<file path="config.mk">
export PLATFORM = sky130hd
export DESIGN_NAME = layer_launch_ctrl
export DESIGN_NICKNAME = d
export VERILOG_FILES = /design/src/rtl/mlp_ctrl_pkg.sv /design/src/rtl/layer_launch_ctrl_sat_counter.sv /design/src/rtl/layer_launch_ctrl.sv
export SDC_FILE = /design/constraint.sdc
export NUM_CORES = 1
export LEC_CHECK = 0
export CAP_MARGIN = 20
export CORE_AREA = 2 2 90 92
export CTS_CLUSTER_SIZE = 30
export DETAILED_ROUTE_END_ITERATION = 8
export DIE_AREA = 0 0 92 94
export MAX_ROUTING_LAYER = met4
export PLACE_DENSITY = 0.83
export SETUP_SLACK_MARGIN = 0.05
export SLEW_MARGIN = 10
export SYNTH_ARGS = -nofsm -noshare
export SYNTH_HDL_FRONTEND = slang
export SYNTH_HIERARCHICAL = 1
export SYNTH_SLANG_ARGS = --single-unit
</file>
<file path="constraint.sdc">
create_clock -name CLK -period 4.11 [get_ports CLK]
set_input_delay 0.6165 -clock CLK [delete_from_list [all_inputs] [get_ports CLK]]
set_output_delay 0.6165 -clock CLK [all_outputs]
set_load 0.05 [all_outputs]
</file>
<file path="src/rtl/mlp_ctrl_pkg.sv">
// rtl/mlp_ctrl_pkg.sv - shared types and defaults for the layer launch controller
package mlp_ctrl_pkg;

  localparam int CNT_W_DEF  = 16;
  localparam int PERF_W_DEF = 32;

  typedef enum logic [1:0] {
    IDLE   = 2'd0,
    REQ    = 2'd1,
    WAIT   = 2'd2,
    FINISH = 2'd3
  } launch_state_t;

endpackage

</file>
<file path="src/rtl/layer_launch_ctrl_sat_counter.sv">
// rtl/layer_launch_ctrl_sat_counter.sv - saturating up-counter with enable and synchronous clear
module sat_counter #(
  parameter int W = 32
) (
  input  logic         CLK,
  input  logic         RESETN,
  input  logic         i_en,
  input  logic         i_clr,
  output logic [W-1:0] o_count
);

  localparam logic [W-1:0] ONE = {{(W-1){1'b0}}, 1'b1};

  logic [W-1:0] r_count;

  // clear beats enable; the count sticks at all-ones instead of wrapping
  always_ff @(posedge CLK) begin
    if (!RESETN) begin
      r_count <= '0;
    end else if (i_clr) begin
      r_count <= '0;
    end else if (i_en && (r_count != '1)) begin
      r_count <= r_count + ONE;
    end
  end

  assign o_count = r_count;

endmodule

</file>
<file path="src/rtl/layer_launch_ctrl.sv">
// rtl/layer_launch_ctrl.sv - sequences one layer as a series of tile jobs to the compute engine
module layer_launch_ctrl
  import mlp_ctrl_pkg::*;
#(
  parameter int CNT_W  = CNT_W_DEF,
  parameter int PERF_W = PERF_W_DEF
) (
  input  logic              CLK,
  input  logic              RESETN,
  input  logic              START_PULSE,
  input  logic [CNT_W-1:0]  CFG_NUM_TILES,
  input  logic              CLEAR_STATUS,
  output logic              TILE_REQ,
  output logic [CNT_W-1:0]  TILE_IDX,
  input  logic              TILE_GRANT,
  input  logic              TILE_DONE,
  output logic              BUSY,
  output logic              DONE,
  output logic              ERR,
  output logic              IRQ,
  output logic [PERF_W-1:0] PERF_CYCLES
);

  localparam logic [CNT_W-1:0] ONE = {{(CNT_W-1){1'b0}}, 1'b1};

  launch_state_t    r_state;
  launch_state_t    w_state_nxt;
  logic [CNT_W-1:0] r_count;
  logic [CNT_W-1:0] r_idx;
  logic             r_tile_req;
  logic             r_busy;
  logic             r_done;
  logic             r_err;
  logic             r_irq;

  logic [CNT_W-1:0] w_count_nxt;
  logic [CNT_W-1:0] w_idx_nxt;
  logic             w_tile_req_nxt;
  logic             w_busy_nxt;
  logic             w_done_nxt;
  logic             w_err_nxt;
  logic             w_irq_nxt;

  logic             w_start_ok;
  logic             w_start_run;
  logic             w_start_zero;
  logic             w_last;
  logic             w_err_evt;

  // a start is only honoured from IDLE; a zero-tile layer completes without touching the engine
  assign w_start_ok   = START_PULSE && (r_state == IDLE);
  assign w_start_run  = w_start_ok && (CFG_NUM_TILES != '0);
  assign w_start_zero = w_start_ok && (CFG_NUM_TILES == '0);
  assign w_last       = (r_idx == (r_count - ONE));
  assign w_err_evt    = (START_PULSE && r_busy)
                     || (TILE_DONE && (r_state != WAIT))
                     || (TILE_GRANT && (r_state != REQ));

  // state register
  always_ff @(posedge CLK) begin
    if (!RESETN) begin
      r_state <= IDLE;
    end else begin
      r_state <= w_state_nxt;
    end
  end

  // next-state decode
  always_comb begin
    w_state_nxt = r_state;
    case (r_state)
      IDLE:    if (w_start_run) w_state_nxt = REQ;
      REQ:     if (TILE_GRANT) w_state_nxt = WAIT;
      WAIT:    if (TILE_DONE) w_state_nxt = w_last ? FINISH : REQ;
      FINISH:  w_state_nxt = IDLE;
      default: w_state_nxt = IDLE;
    endcase
  end

  // next values of the registered outputs; an error event overrides a same-cycle clear
  always_comb begin
    w_count_nxt    = r_count;
    w_idx_nxt      = r_idx;
    w_tile_req_nxt = r_tile_req;
    w_busy_nxt     = r_busy;
    w_done_nxt     = r_done;
    w_err_nxt      = r_err;
    w_irq_nxt      = 1'b0;
    if (CLEAR_STATUS) begin
      w_done_nxt = 1'b0;
      w_err_nxt  = 1'b0;
    end
    case (r_state)
      IDLE: begin
        if (w_start_run) begin
          w_count_nxt    = CFG_NUM_TILES;
          w_idx_nxt      = '0;
          w_done_nxt     = 1'b0;
          w_busy_nxt     = 1'b1;
          w_tile_req_nxt = 1'b1;
        end else if (w_start_zero) begin
          w_done_nxt = 1'b1;
          w_irq_nxt  = 1'b1;
        end
      end
      REQ: begin
        if (TILE_GRANT) w_tile_req_nxt = 1'b0;
      end
      WAIT: begin
        if (TILE_DONE && !w_last) begin
          w_idx_nxt      = r_idx + ONE;
          w_tile_req_nxt = 1'b1;
        end
      end
      FINISH: begin
        w_busy_nxt = 1'b0;
        w_done_nxt = 1'b1;
        w_irq_nxt  = 1'b1;
      end
      default: begin
        w_tile_req_nxt = 1'b0;
      end
    endcase
    if (w_err_evt) w_err_nxt = 1'b1;
  end

  // output and datapath registers
  always_ff @(posedge CLK) begin
    if (!RESETN) begin
      r_count    <= '0;
      r_idx      <= '0;
      r_tile_req <= 1'b0;
      r_busy     <= 1'b0;
      r_done     <= 1'b0;
      r_err      <= 1'b0;
      r_irq      <= 1'b0;
    end else begin
      r_count    <= w_count_nxt;
      r_idx      <= w_idx_nxt;
      r_tile_req <= w_tile_req_nxt;
      r_busy     <= w_busy_nxt;
      r_done     <= w_done_nxt;
      r_err      <= w_err_nxt;
      r_irq      <= w_irq_nxt;
    end
  end

  sat_counter #(
    .W (PERF_W)
  ) u_perf (
    .CLK     (CLK),
    .RESETN  (RESETN),
    .i_en    (r_busy),
    .i_clr   (w_start_ok),
    .o_count (PERF_CYCLES)
  );

  assign TILE_REQ = r_tile_req;
  assign TILE_IDX = r_idx;
  assign BUSY     = r_busy;
  assign DONE     = r_done;
  assign ERR      = r_err;
  assign IRQ      = r_irq;

endmodule

</file>
==> flow_summary.json, run 1 <==
{
  "clkSinkCount": 71,
  "grt_pass1_vias": 4000,
  "synth_warnings": 6,
  "antenna_cells": 0,
  "endpoint_kind": "flop",
  "viasPerCell": 6.338,
  "placed_area_mm2": 0.005025,
  "drive_gt1_share_pct": 5.753,
  "drv_slew": 0,
  "fin_skew_ns": 0.01436,
  "async_reset_ff_share_pct": 0,
  "final_cells": 693,
  "dp.cells": 677,
  "design_area_mm2": 0.005261,
  "ys_ff_latch": 71,
  "htree_levels": 3,
  "worstSetupStartpointType": "primary input",
  "initialDrtViolationCount": 355,
  "grtUsageTotal_pct": 28.47,
  "drt_wl_total_mm": 11.74,
  "hold_path_class": "flop to flop",
  "wl_per_cell_um": 16.94,
  "p_total_mw": 2.366,
  "rsz0062_at_grt": "no",
  "cp_cell_sequence": "clkdlybuf4s50_1 > or4_1 > o41a_1 > o22a_1 > o21ai_2 > a31oi_1 > nand4b_1 > a31oi_1",
  "setup.worst_path.class": "primary input to flop",
  "tritoncts": "done",
  "dieArea_mm2": 0.008648,
  "synth_cell_type_count": 71,
  "hpwl_mm": 8.344,
  "grt_pass1_wl_mm": 19.24,
  "gp_congestion": 0.9307,
  "numCtsBuffers": 9,
  "pre_cts_slack_ns": 0.6403,
  "crit_path_frequent_cell": "a31oi_1",
  "clockBufferDepth": 2,
  "fin_hold_ws_ns": 0.5135,
  "core_mm2": 0.007607,
  "rows": 32,
  "p_per_area_mw_per_mm2": 449.7,
  "die_w_um": 92,
  "maxCapViolCount": 0,
  "post-cts-setup-buffers": 0,
  "initial_core_util_pct": 55.79,
  "numPortBuffers": 74,
  "period_needed_ns": 3.159,
  "drc": 0,
  "finalSetupTns_ns": 0,
  "ir_drop_mv": 0.2751,
  "crit_arrival_ns": 3.38,
  "cts_root_buf": "clkbuf_8",
  "slew_headroom_pct": 40.58,
  "grt_antenna_before_repair": 0,
  "insertion_delay_ns": 0.36,
  "finalSetupViolations": 0,
  "fillCellCount": 624,
  "tightestPinTransition_ns": 0.8913,
  "clock.fmax_ghz": 0.3166,
  "vias": 4392,
  "syn-cell-area_mm2": 0.004244,
  "finalCritPeriodShare_pct": 76.86,
  "ant_nets": 0,
  "grt-ovfl-total": 0,
  "nets": 615,
  "synth_ff_type": "dfxtp_1",
  "final.setup.worst_slack_ns": 0.9512,
  "syn_avg_cell_area_um2": 8.162,
  "synth_fp_nets": 549,
  "synth_edf_count": 0,
  "die_h_um": 94,
  "hold_viol": 0,
  "outcome": "completed",
  "ctsHoldBuffers": 0,
  "post_cts_resized": 0,
  "postSynthCellCount": 520,
  "ioPinCount": 75,
  "grt_max_degree": 33,
  "postLayoutCoreUtil_pct": 69.16,
  "clk_pin_slew_worst_paths_ns": 0.08,
  "crit_required_ns": 4.33,
  "drt_first_pass_iters": 5,
  "yosysSeqAreaShare_pct": 33.49,
  "critical_path.max_stage_delay_ns": 0.57,
  "leakage_nw": 1.799,
  "syn_to_final_growth_pct": 23.97,
  "cp_slowest_cell": "or4_1",
  "crit_fanout": 22
}
layout by cell type, fill, tap and decap left out, drive strengths merged, types with 5 or more instances in the layout:
master / synthesis / layout
mux2i: 15 / 15
o21ai: 37 / 37
o31ai: 6 / 6
xnor2: 18 / 18
and2: 8 / 8
nor2: 51 / 51
nand3: 24 / 24
clkdlybuf4s50: 0 / 74
nor3: 12 / 12
nor2b: 6 / 6
or3: 16 / 16
nor4: 12 / 12
dfxtp: 71 / 71
ha: 7 / 7
xor2: 10 / 10
or4: 9 / 9
a21oi: 37 / 37
and3: 14 / 14
nand2: 28 / 28
a31oi: 10 / 10
inv: 12 / 12
nand4: 24 / 24
clkbuf: 14 / 10
and4: 5 / 5
a211oi: 7 / 7
worst paths after layout:
| check | start | to | slack (ns) | cells after the start |
|---|---|---|---|---|
| worst max register to register | r_state[0] | TILE_IDX[2] | 1.12 | 9 |
| worst min register to register | u_perf/o_count[1] | u_perf/o_count[1] | 0.51 | 2 |
| worst min-delay path | u_perf/o_count[1] | u_perf/o_count[1] | 0.51 | 2 |
| worst max-delay path | CFG_NUM_TILES[10] | TILE_IDX[2] | 0.95 | 8 |
cell usage after synthesis, types with 3 or more instances:
library cell  instances  area (um2)
a211oi_1              7       52.55
a21oi_1              37       185.2
a31o_1                3       26.28
a31oi_1              10       62.56
and2_1                8       50.05
and3_1               14       87.58
and4_1                4       35.03
and4b_1               3       30.03
buf_2                 4       20.02
buf_6                 3       33.78
clkbuf_1             14       52.55
dfxtp_1              71        1421
ha_1                  7       87.58
inv_1                12       45.04
mux2i_1              15       150.1
nand2_1              28       105.1
nand2b_1              4       25.02
nand3_1              23       115.1
nand4_1              24       150.1
nand4b_1              3       26.28
nor2_1               51       191.4
nor2b_1               6       37.54
nor3_1               10       50.05
nor4_1                8       50.05
nor4_2                3       37.54
o21a_1                3       22.52
o21ai_0              11       55.05
o21ai_1              25       125.1
o31ai_1               5       37.54
or2_2                 3       18.77
or3_1                16       100.1
or4_1                 8       60.06
xnor2_1              18       157.7
xor2_1               10       87.58
critical path, delay by kind of cell:
family / cells / cell delay (ns)
buf+inv: 1 / 0.41
simple gates: 2 / 0.77
compound gates: 5 / 1.58
cells by family after synthesis:
| logic type | count (synthesis) | synth area share, % |
|---|---|---|
| simple gates | 230 | 30.90 |
| compound gates | 133 | 20.31 |
| flops | 71 | 33.49 |
| buf+inv | 36 | 3.921 |
| xor+xnor | 28 | 5.778 |
| mux | 15 | 3.538 |
| fa+ha+maj | 7 | 2.064 |
state kept, by name (all words and copies together), names as in the netlist:
name            flops
u_perf/o_count     32
TILE_IDX           16
r_count            16
r_state             2
BUSY                1
DONE                1
ERR                 1
IRQ                 1
TILE_REQ            1
routing by layer:
| metal | vias to the layer above | share of wire [%] | track usage [%] |
|---|---|---|---|
| li1 | 2091 | - | - |
| met1 | 2089 | 45 | 37.56 |
| met2 | 187 | 47 | 43.69 |
| met3 | 25 | 6.7 | 3.451 |
| met4 | 0 | 2.1 | 13.68 |
| met5 | - | 0 | - |
report_power, final:
| part | switching, mW | internal [mW] |
|---|---|---|
| combinational | 0.553 | 0.309 |
| sequential | 0.0825 | 0.742 |
| clock | 0.277 | 0.403 |
area by class of cell:
| class | count | area [um2] | area share [%] |
|---|---|---|---|
| clock buffers | 10 | 127.6 | 2.426 |
| clock inverters | 6 | 108.9 | 2.069 |
| inverters | 13 | 48.80 | 0.9275 |
| multi-input cells | 413 | 2656 | 50.49 |
| flip-flops and latches | 71 | 1421 | 27.02 |
| well taps | 102 | 127.6 | 2.426 |
| repair buffers | 78 | 770.7 | 14.65 |
Note: power is estimated with default switching activity, not from simulation.
==> run 2: changes to the inputs <==
--- a/config.mk
+++ b/config.mk
@@ -6,12 +6,12 @@
 export NUM_CORES = 1
 export LEC_CHECK = 0
 export CAP_MARGIN = 20
-export CORE_AREA = 2 2 90 92
+export CORE_AREA = 2 2 98 100
 export CTS_CLUSTER_SIZE = 30
 export DETAILED_ROUTE_END_ITERATION = 8
-export DIE_AREA = 0 0 92 94
+export DIE_AREA = 0 0 100 102
 export MAX_ROUTING_LAYER = met4
-export PLACE_DENSITY = 0.83
+export PLACE_DENSITY = 0.75
 export SETUP_SLACK_MARGIN = 0.05
 export SLEW_MARGIN = 10
 export SYNTH_ARGS = -nofsm -noshare
==> constraint.sdc (replaced) <==
create_clock -name CLK -period 2.7 [get_ports CLK]
set_input_delay 0.405 -clock CLK [delete_from_list [all_inputs] [get_ports CLK]]
set_output_delay 0.405 -clock CLK [all_outputs]
set_load 0.05 [all_outputs]
==> flow_summary.json, run 2 (synthesized netlist as in run 1, its figures left out) <==
{
  "worstSetupStartpointType": "flop",
  "ant_nets": 0,
  "slew_headroom_pct": 55.79,
  "syn_to_final_growth_pct": 30.28,
  "grt-ovfl-total": 0,
  "gp_congestion": 0.8823,
  "grt_pass1_wl_mm": 19.97,
  "p_total_mw": 3.711,
  "wl_per_cell_um": 16.05,
  "vias": 4390,
  "grt_pass1_vias": 4172,
  "cp_slowest_cell": "or3_1",
  "outcome": "completed",
  "tritoncts": "done",
  "hold_depth": 2,
  "min_to": "u_perf/o_count[30]",
  "drive_gt1_share_pct": 11.54,
  "leakage_nw": 1.953,
  "numCtsBuffers": 9,
  "final_common_cell": "clkdlybuf4s50_1",
  "critical_path.max_stage_delay_ns": 0.42,
  "clkSinkCount": 71,
  "hold_viol": 0,
  "grt_antenna_before_repair": 0,
  "min_from": "u_perf/o_count[30]",
  "drv_slew": 0,
  "r2r-end": "TILE_IDX[0]",
  "dp.cells": 716,
  "nets": 649,
  "layout_common_cells": "clkdlybuf4s50_1, dfxtp_1, nor2_1",
  "insertion_delay_ns": 0.35,
  "finalCritPeriodShare_pct": 93.68,
  "tightestPinTransition_ns": 0.6572,
  "grt_max_degree": 33,
  "setup.worst_path.class": "flop to flop",
  "rrSetupSlack_ns": 0.17,
  "cts_root_buf": "clkbuf_8",
  "htree_levels": 3,
  "clockBufferDepth": 2,
  "maxCapViolCount": 0,
  "drt_first_pass_iters": 4,
  "die_h_um": 102,
  "final_cells": 735,
  "clock.fmax_ghz": 0.3954,
  "initial_core_util_pct": 46.59,
  "postLayoutCoreUtil_pct": 60.70,
  "placed_area_mm2": 0.005274,
  "period_needed_ns": 2.529,
  "p_per_area_mw_per_mm2": 671.1,
  "reg2reg_depth": 7,
  "endpoint_kind": "flop",
  "cp.buffers_inverters": 0,
  "largest_reg_flops": 32,
  "rows": 35,
  "crit_arrival_ns": 2.81,
  "crit_fanout": 13,
  "crit_required_ns": 2.98,
  "hold_path_class": "flop to flop",
  "drt_wl_total_mm": 11.80,
  "viasPerCell": 5.973,
  "ir_drop_mv": 0.3456,
  "reg2reg_from": "r_count[6]",
  "design_area_mm2": 0.005529,
  "fin_hold_ws_ns": 0.5041,
  "finalSetupViolations": 0,
  "die_w_um": 100,
  "cp_cell_sequence": "nor3_1 > a21boi_0 > o211a_1 > or3_1 > and4_4 > or4_1 > a21oi_1",
  "numPortBuffers": 74,
  "core_mm2": 0.009109,
  "fin_skew_ns": 0.009789,
  "dieArea_mm2": 0.01020,
  "hpwl_mm": 8.781,
  "rsz0062_at_grt": "yes",
  "ctsHoldBuffers": 0,
  "grtUsageTotal_pct": 24.80,
  "critPathTopFamily": "simple AND/OR/NAND/NOR gates",
  "initialDrtViolationCount": 279,
  "clk_pin_slew_worst_paths_ns": 0.07,
  "antenna_cells": 0,
  "ioPinCount": 75,
  "drc": 0
}
[run 2: cell count changes in the layout (fill, tap and decap cells not counted), sizes merged]
cell	previous run	this run
buf	4	38
clkbuf	10	9
bufinv	3	2
clkinvlp	0	1
[run 2: final cells by class]
cell class / count / area [um2]
multi-input cells: 413 / 2670
repair buffers: 112 / 1039
clock inverters: 6 / 86.33
fillers: 837 / 3580
flip-flops and latches: 71 / 1423
inverters: 13 / 48.80
clock buffers: 9 / 123.9
well taps: 111 / 138.9
[run 2: worst max path at each step]
| stage | from | end | cells after the start |
|---|---|---|---|
| after global routing | r_count[5] | TILE_IDX[3] | 10 |
| after CTS | r_count[0] | TILE_IDX[11] | 7 |
| after detailed placement | CFG_NUM_TILES[10] | TILE_IDX[6] | 9 |
| after global placement | CFG_NUM_TILES[10] | TILE_IDX[15] | 9 |
| after floorplan | TILE_IDX[14] | TILE_IDX[3] | 7 |
| final | r_count[6] | TILE_IDX[0] | 7 |
[run 2: stage by stage]
step / setup TNS [ns] / setup slack, ns
finish: 0 / 0.1706
global route: 0 / 0.04312
CTS: 0 / 0.1277
detailed placement: -2.096 / -0.1924
global placement: -1.072 / -0.1185
floorplan: 0 / 0.2757
[run 2: per-layer routing]
| metal | part of all wire (%) | up-vias | routed length, um | global-route usage (%) |
|---|---|---|---|---|
| met5 | 0 | - | 0 | - |
| met4 | 1.3 | 0 | 149 | 7.798 |
| met3 | 5.6 | 14 | 659 | 4.241 |
| met2 | 48 | 142 | 5613 | 40.23 |
| met1 | 46 | 2076 | 5375 | 31.76 |
| li1 | - | 2158 | - | - |
[run 2: worst min-delay path, stage by stage (launching register included)]
cell	delay (ns)
dfxtp_1	0.34
nand2_1	0.06
mux2i_1	0.06
[run 2: power by group]
group	internal [mW]	switching, mW	leakage [nW]
registers	1.13	0.120	0.576
clock network	0.513	0.406	0.105
logic	0.651	0.891	1.27
[run 2: timing repair]
action,4_1_cts,5_1_grt
pin swaps,1,3
resized for setup,0,4
setup endpoints to repair,4,17
buffers inserted,2,2
